[config.mk]
export PLATFORM = sky130hd
export DESIGN_NAME = ticker_scroll_ctrl_flat
export DESIGN_NICKNAME = d
export VERILOG_FILES = /design/src/rtl/ticker_scroll_ctrl_if.sv /design/src/rtl/ticker_scroll_ctrl.sv /design/src/flat_wrapper.sv
export SDC_FILE = /design/constraint.sdc
export NUM_CORES = 1
export LEC_CHECK = 0
export ABC_AREA = 0
export CAP_MARGIN = 40
export CORE_ASPECT_RATIO = 1.75
export CORE_MARGIN = 5
export CORE_UTILIZATION = 50
export DETAILED_ROUTE_END_ITERATION = 16
export PLACE_DENSITY = 0.77
export SLEW_MARGIN = 20
export SYNTH_ARGS = -nofsm -noshare
export SYNTH_HDL_FRONTEND = slang
export SYNTH_SLANG_ARGS = --single-unit
[constraint.sdc]
create_clock -name CLOCK_50 -period 9.91 [get_ports CLOCK_50]
set_clock_uncertainty 0.2 [all_clocks]
set_input_delay 1.4865 -clock CLOCK_50 [delete_from_list [all_inputs] [get_ports CLOCK_50]]
set_output_delay 1.4865 -clock CLOCK_50 [all_outputs]
set_load 0.01 [all_outputs]
[src/rtl/ticker_scroll_ctrl_if.sv]
// Control, message-write and display signals of the eight-digit ticker scroller.
// The master drives the controls and the slave (the scroller) drives the display outputs.
interface ticker_scroll_ctrl_if;
  logic        start;
  logic        stop;
  logic        dir;
  logic [1:0]  speed;
  logic        wr_en;
  logic [3:0]  wr_addr;
  logic [2:0]  wr_data;
  logic [4:0]  msg_len;
  logic [23:0] chars;
  logic [3:0]  offset;
  logic        wrap;
  logic        running;

  modport master (
    output start, stop, dir, speed, wr_en, wr_addr, wr_data, msg_len,
    input  chars, offset, wrap, running
  );

  modport slave (
    input  start, stop, dir, speed, wr_en, wr_addr, wr_data, msg_len,
    output chars, offset, wrap, running
  );
endinterface

[src/rtl/ticker_scroll_ctrl.sv]
// Scrolls a 16-slot message across eight digits at a selectable tick rate.
// Controls are registered into the next cycle; chars is combinational from offset and buffer; there is no backpressure.
module ticker_scroll_ctrl #(
  parameter int          TICK_DIV = 50000000,
  parameter logic [2:0]  BLANK    = 3'b111
) (
  input  logic                 CLOCK_50,
  input  logic                 resetn,
  ticker_scroll_ctrl_if.slave  bus
);
  localparam int            CW   = $clog2(TICK_DIV + 1);
  localparam logic [CW-1:0] DIV0 = CW'(TICK_DIV);

  typedef enum logic [1:0] {S_IDLE, S_SCROLL, S_HOLD} state_t;

  state_t        state_q;
  logic          running_q;
  logic          wrap_q;
  logic [3:0]    offset_q;
  logic [4:0]    len_q;
  logic [CW-1:0] cnt_q;
  logic [2:0]    buf_q [16];

  logic [CW-1:0] div_w;
  logic [CW-1:0] term_w;
  logic          tick;
  logic [4:0]    len_d;
  logic [4:0]    off_inc;
  logic [4:0]    len_m1;
  logic [3:0]    offset_d;
  logic          wrap_d;
  logic [23:0]   chars_w;

  // Speed 3 can shift the period to zero; treat that as a tick every cycle.
  always_comb begin
    div_w  = DIV0 >> bus.speed;
    term_w = (div_w == '0) ? '0 : div_w - CW'(1);
    tick   = (state_q == S_SCROLL) && !bus.stop && (cnt_q >= term_w);
  end

  always_comb begin
    len_d   = (bus.msg_len == 5'd0)  ? 5'd1  :
              (bus.msg_len > 5'd16)  ? 5'd16 : bus.msg_len;
    off_inc = {1'b0, offset_q} + 5'd1;
    len_m1  = len_q - 5'd1;
    if (!bus.dir) begin
      offset_d = (off_inc == len_q) ? 4'd0 : off_inc[3:0];
      wrap_d   = tick && ({1'b0, offset_q} == len_m1);
    end else begin
      offset_d = (offset_q == 4'd0) ? len_m1[3:0] : offset_q - 4'd1;
      wrap_d   = tick && (offset_q == 4'd0);
    end
  end

  always_ff @(posedge CLOCK_50 or negedge resetn) begin
    if (!resetn) begin
      state_q   <= S_IDLE;
      running_q <= 1'b0;
      wrap_q    <= 1'b0;
      offset_q  <= 4'd0;
      len_q     <= 5'd1;
      cnt_q     <= '0;
      for (int i = 0; i < 16; i++) begin
        buf_q[i] <= BLANK;
      end
    end else begin
      wrap_q <= 1'b0;
      case (state_q)
        S_IDLE: begin
          if (bus.wr_en) begin
            buf_q[bus.wr_addr] <= bus.wr_data;
          end
          if (bus.start && !bus.stop) begin
            state_q   <= S_SCROLL;
            running_q <= 1'b1;
            len_q     <= len_d;
            cnt_q     <= '0;
            offset_q  <= 4'd0;
          end
        end
        S_SCROLL: begin
          // Stop freezes the prescaler at its current count so resume keeps the phase.
          if (bus.stop) begin
            state_q   <= S_HOLD;
            running_q <= 1'b0;
          end else if (tick) begin
            cnt_q    <= '0;
            offset_q <= offset_d;
            wrap_q   <= wrap_d;
          end else begin
            cnt_q <= cnt_q + CW'(1);
          end
        end
        S_HOLD: begin
          if (bus.stop) begin
            state_q  <= S_IDLE;
            offset_q <= 4'd0;
            cnt_q    <= '0;
          end else if (bus.start) begin
            state_q   <= S_SCROLL;
            running_q <= 1'b1;
          end
        end
        default: begin
          state_q   <= S_IDLE;
          running_q <= 1'b0;
        end
      endcase
    end
  end

  always_comb begin
    chars_w = '0;
    for (int k = 0; k < 8; k++) begin
      chars_w[k*3 +: 3] = buf_q[4'(({1'b0, offset_q} + 5'(7 - k)) % len_q)];
    end
  end

  assign bus.chars   = chars_w;
  assign bus.offset  = offset_q;
  assign bus.wrap    = wrap_q;
  assign bus.running = running_q;
endmodule

[src/flat_wrapper.sv]
// flat-port wrapper written by rule: the top's interface ports become plain ports
module ticker_scroll_ctrl_flat 
#(
  parameter int          TICK_DIV = 50000000,
  parameter logic [2:0]  BLANK    = 3'b111
)
  (CLOCK_50, resetn, bus_start, bus_stop, bus_dir, bus_speed, bus_wr_en, bus_wr_addr, bus_wr_data, bus_msg_len, bus_chars, bus_offset, bus_wrap, bus_running);
  ticker_scroll_ctrl_if bus_i ();
  input  logic CLOCK_50;
  input  logic resetn;
  input wire logic [$bits(bus_i.start)-1:0] bus_start;
  input wire logic [$bits(bus_i.stop)-1:0] bus_stop;
  input wire logic [$bits(bus_i.dir)-1:0] bus_dir;
  input wire logic [$bits(bus_i.speed)-1:0] bus_speed;
  input wire logic [$bits(bus_i.wr_en)-1:0] bus_wr_en;
  input wire logic [$bits(bus_i.wr_addr)-1:0] bus_wr_addr;
  input wire logic [$bits(bus_i.wr_data)-1:0] bus_wr_data;
  input wire logic [$bits(bus_i.msg_len)-1:0] bus_msg_len;
  output wire logic [$bits(bus_i.chars)-1:0] bus_chars;
  output wire logic [$bits(bus_i.offset)-1:0] bus_offset;
  output wire logic [$bits(bus_i.wrap)-1:0] bus_wrap;
  output wire logic [$bits(bus_i.running)-1:0] bus_running;
  assign bus_i.start = bus_start;
  assign bus_i.stop = bus_stop;
  assign bus_i.dir = bus_dir;
  assign bus_i.speed = bus_speed;
  assign bus_i.wr_en = bus_wr_en;
  assign bus_i.wr_addr = bus_wr_addr;
  assign bus_i.wr_data = bus_wr_data;
  assign bus_i.msg_len = bus_msg_len;
  assign bus_chars = bus_i.chars;
  assign bus_offset = bus_i.offset;
  assign bus_wrap = bus_i.wrap;
  assign bus_running = bus_i.running;
  ticker_scroll_ctrl #(.TICK_DIV(TICK_DIV), .BLANK(BLANK)) u_core (.CLOCK_50(CLOCK_50), .resetn(resetn), .bus(bus_i));
endmodule
# Yosys cells after proc, flatten, opt, wreduce, memory -nomap -nowiden
# Cells that the tools add are included.
# word_totals
output_inout_bits	30
ram_bits	0
mem_count	0
latchBits	0
ff_bits	87
romBits	0
# classes
div_mod_pow	8
bitwise	9
multipliers	0
magnitude_cmp	12
n_addsub	11
eq_ne	12
n_shift	1
n_reduce_logical	18
muxes	57
# op_table
cell	count
26-bit 2-to-1 mux	5
3-bit binary-select mux with 4-bit select	8
26-bit case mux with 3 select lines	1
3-bit 2-to-1 mux	17
48-bit bitwise mux	1
5-bit >= comparator (second input constant)	9
4-bit NOT with 5-bit output	9
5-bit by 5-bit remainder unit with 5-bit output	7
4-bit 2-to-1 mux	7
26-bit by 1-bit adder with 26-bit output (second input constant)	1
26-bit >= comparator	1
26-bit logical NOT	1
26-bit by 2-bit right shift with 26-bit output (first input constant)	1
26-bit by 1-bit subtractor with 26-bit output (second input constant)	1
4-bit by 3-bit adder with 5-bit output (second input constant)	4
3-bit demux with 4-bit select	1
4-bit case mux with 3 select lines	1
4-bit by 2-bit adder with 5-bit output (second input constant)	2
5-bit 2-to-1 mux	2
2-bit inequality test (second input constant)	5
1-bit 2-to-1 mux	8
2-bit 2-to-1 mux	4
4-bit AND reduction	2
1-bit logical AND	6
other kinds (22)	24

# Longest topological paths before layout
# logic_depth
depth_word	10
ltp_mapped	37
depth_no_buf	34

# Least setup slack after synthesis
# OpenSTA, ideal clock, no wires.
# synth_timing
kind	flip-flop to output port
from	register u_core.len_q[1]
to	output port bus_chars[22]
arrival_ps	9142
path_buffers	2
setup_slack_ps	-918
stages_incl_launch_ff	32
path_cell_list	dfrtp_1 -> clkbuf_8 -> inv_1 -> ha_1 -> or4b_4 -> or4_4 -> o211ai_2 -> ha_1 -> o21a_1 -> o21ai_2 -> nor2_1 -> a21o_2 -> ha_1 -> nor2b_1 -> a221o_1 -> a21o_2 -> a221oi_2 -> nor2_1 -> ha_1 -> a31oi_1 -> a211oi_2 -> o21bai_1 -> nand2_1 -> ha_1 -> a21oi_1 -> o21ai_0 -> a31oi_2 -> mux2i_1 -> clkbuf_1 -> mux4_4 -> nand3_1 -> nand4_1
# synth_via
elab_chain_cells	5
# synth_lines
item	line	source
start, declared	ticker_scroll_ctrl.sv:20	logic [4:0] len_q;
start signal, assigned	ticker_scroll_ctrl.sv:76	len_q <= len_d;
4-bit by 5-bit remainder unit with 5-bit output	ticker_scroll_ctrl.sv:115	chars_w[k*3 +: 3] = buf_q[4'(({1'b0, offset_q} + 5'(7 - k)) % len_q)];
4-bit NOT with 5-bit output (implied by the code)	ticker_scroll_ctrl.sv:115	
3-bit binary-select mux with 4-bit select	ticker_scroll_ctrl.sv:115	
3-bit 2-to-1 mux (implied by the code) (2 in a row)	ticker_scroll_ctrl.sv:115	
end, declared	flat_wrapper.sv:19	output wire logic [$bits(bus_i.chars)-1:0] bus_chars;
# No other way between the ends. The select of a mux whose other input is x is not followed.

# Final worst setup path
# Same ends and word-level chain as after synthesis.

==> flow_summary.toml <==
[run_status]
status = "finished clean"

[placed_design]
placed_area_um2 = 14600
place_congestion = 1.05
dp_hpwl_um = 31700
port_buffers = 49

[synthesis]
synth.area.mux_share = 0.290
synth_top_cell_area_share = 0.144
synth_top_flop_cell = "dfstp_2"
synth_compound_area_frac = 0.148
synth_area_um2 = 13400
yosys_register_bits = 87
async_flop_share = 1.00
yosysSeqAreaShare = 0.167
yosysMostFrequentCell = "ha_1"
yosys_warnings = 0
ys_top_cells_by_count = "ha_1 (154), mux2i_1 (141), nor2_1 (90)"
synth-adder-area-share = 0.159
yosysTopAreaCell = "ha_1"
avgSynthCellArea_um2 = 9.48
synth_top_family_by_area = "multiplexers"
synthSimpleGateAreaFrac = 0.144
synth_area_leaders = "ha_1 (14%), mux4_2 (11%), mux2i_1 (11%)"
netlist_instances = 1415
synthXorXnorAreaFrac = 0.0601
yosys.cell_types.count = 84
synth_edf_count = 0

[timing]
hold_viol = 0
worst_slew_pin_slew_ns = 0.750
relSlewSlack = 0.500
rsz0062_at_grt = "yes"
fin_crit_sh = 0.984
finalSetupViolations = 0
max_freq_mhz = 103
finalCriticalPeriod_ns = 9.75
report.final.slew_viol_count = 0

[floorplan]
chipHeight_um = 227
start_util = 0.504
fp-row-count = 79
die_w_um = 134
core-area_um2 = 26600
dieArea_um2 = 30300
io_pins = 50

[setup_path]
crit_arrival_ns = 8.07
end_kind = "primary output"
worstPathRequired_ns = 8.22
critical_path_class = "reg -> out"
cp_slowest_cell = "mux4_1"
critPathMaxFanout = 6
cp_slowest_stage_delay_ns = 0.52
critPathLaunchType = "flip-flop"

[cts]
root_buffer = "clkbuf_16"
cts_num_sinks = 87
clk_latency_ns = 0.36
clk_path_buf_depth = 2
clk_pin_slew_ns = 0.08
cts_tree = "built"
ctsHoldBuffers = 0
cts_made_buffers = 9
cts_htree_levels = 3

[global_route]
grt_first_pass_wirelength_um = 65300
grt_pass1_vias = 12700
track_usage = 0.272
grt_max_degree = 58
antenna_found_initial = 0
grt-ovfl-total = 0

[cells_and_area]
drive_gt1_frac = 0.284
final_area_um2 = 15900
fillers = 2147
synthToLayoutAreaGrowth_pct = 18.3
n_antenna_cell = 0
nNetsFinal = 1719

[routing]
vias = 12400
viasPerCell = 6.67
drt_wl_total_um = 42900
drc = 0
ant_nets = 0
drt_first_pass_iters = 6
post_drt_wl_per_cell_um = 23.0
drtIter0Drc = 893

[hold_path]
hold_path.class = "reg -> reg"

[job]
drv_cap = 0
[cell type report]
type	count	area, µm²	share of cell area
multi-input combinational	1229	11300	0.709
clock buffer	9	225	0.0142
inverter	46	180	0.0114
timing repair buffer	162	1480	0.0932
clock inverter	7	81.3	0.00512
tap	324	405	0.0255
sequential	87	2240	0.141
[stage by stage]
step / setup WS, ns / hold WS, ns / TNS (ns) / utilization / instances
3_3_place_gp: 0.0130 / 0.291 / 0 / 0.550 / 1797
4_1_cts: -0.00106 / 0.334 / -0.00106 / 0.572 / 1828
5_1_grt: -0.0695 / 0.372 / -0.337 / 0.597 / 1864
2_1_floorplan: 0.00584 / 0.267 / 0 / - / 1416
3_5_place_dp: -0.133 / 0.319 / -0.212 / 0.550 / 1797
6_report: 0.156 / 0.338 / 0 / 0.597 / 1864
[layout by cell type, fill, tap and decap left out, drive strengths merged, types with 15 or more instances in the layout]
| cell | count |
|---|---|
| a21o | 34 |
| a21oi | 87 |
| buf | 113 |
| clkdlybuf4s50 | 29 |
| dfrtp | 38 |
| dfstp | 49 |
| ha | 154 |
| inv | 48 |
| mux2 | 75 |
| mux2i | 141 |
| mux4 | 72 |
| nand2 | 89 |
| nand2b | 25 |
| nand3 | 58 |
| nand4 | 21 |
| nor2 | 91 |
| nor2b | 15 |
| nor3 | 15 |
| o21a | 20 |
| o21ai | 65 |
| o31ai | 23 |
| xnor2 | 64 |
| xor2 | 28 |
[kinds of logic after synthesis]
| kind of cell | Yosys count |
|---|---|
| AOI/OAI and AO/OA | 304 |
| adders and majority gates | 164 |
| DFF | 87 |
| xor gates and xnor gates | 92 |
| and+or+nand+nor | 379 |
| buffers and inverters | 100 |
| muxes | 288 |
| other | 1 |
[repair_timing]
action	4_1_cts	5_1_grt
pin swaps	8	19
gates resized for setup	41	97
gates cloned	1	5
buffers inserted	14	31
endpoints found under the setup margin	22	24
[layer usage]
| layer | GRT usage | wire [µm] | up-vias |
|---|---|---|---|
| met5 | 0 | 0 | - |
| met4 | 0.222 | 4000 | 0 |
| met3 | 0.0289 | 2170 | 238 |
| met2 | 0.501 | 22300 | 588 |
| met1 | 0.273 | 14400 | 6017 |
| li1 | - | - | 5596 |
[worst paths after layout]
path,startpoint,to,slack [ns],depth (start not counted)
max,u_core.len_q[1],bus_chars[22],0.16,32
min,u_core.cnt_q[0],u_core.cnt_q[0],0.34,1
max reg2reg,u_core.cnt_q[22],u_core.cnt_q[22],6.52,9
min reg2reg,u_core.cnt_q[0],u_core.cnt_q[0],0.34,1
max in group asynchronous,resetn,u_core.cnt_q[1],7.62,2
min in group asynchronous,resetn,u_core.cnt_q[9],0.86,1
[sequential cells by signal (all words and copies together) (netlist names)]
name                cells
u_core.state_q          2
u_core.bus.offset       4
u_core.bus.wrap         1
u_core.buf_q           48
u_core.bus.running      1
u_core.cnt_q           26
u_core.len_q            5
[worst max-delay path: cells and delay by family (launching register included)]
kind,cells,cell delay [ns]
compound gates,11,2.32
fa+ha+maj,5,1.34
buf+inv,5,0.68
flops,1,0.41
mux,3,1.11
simple gates,8,1.82
Power is left out: the tool's default activity adds up to more than one toggle a clock period on the data nets, which glitch-free logic cannot reach.
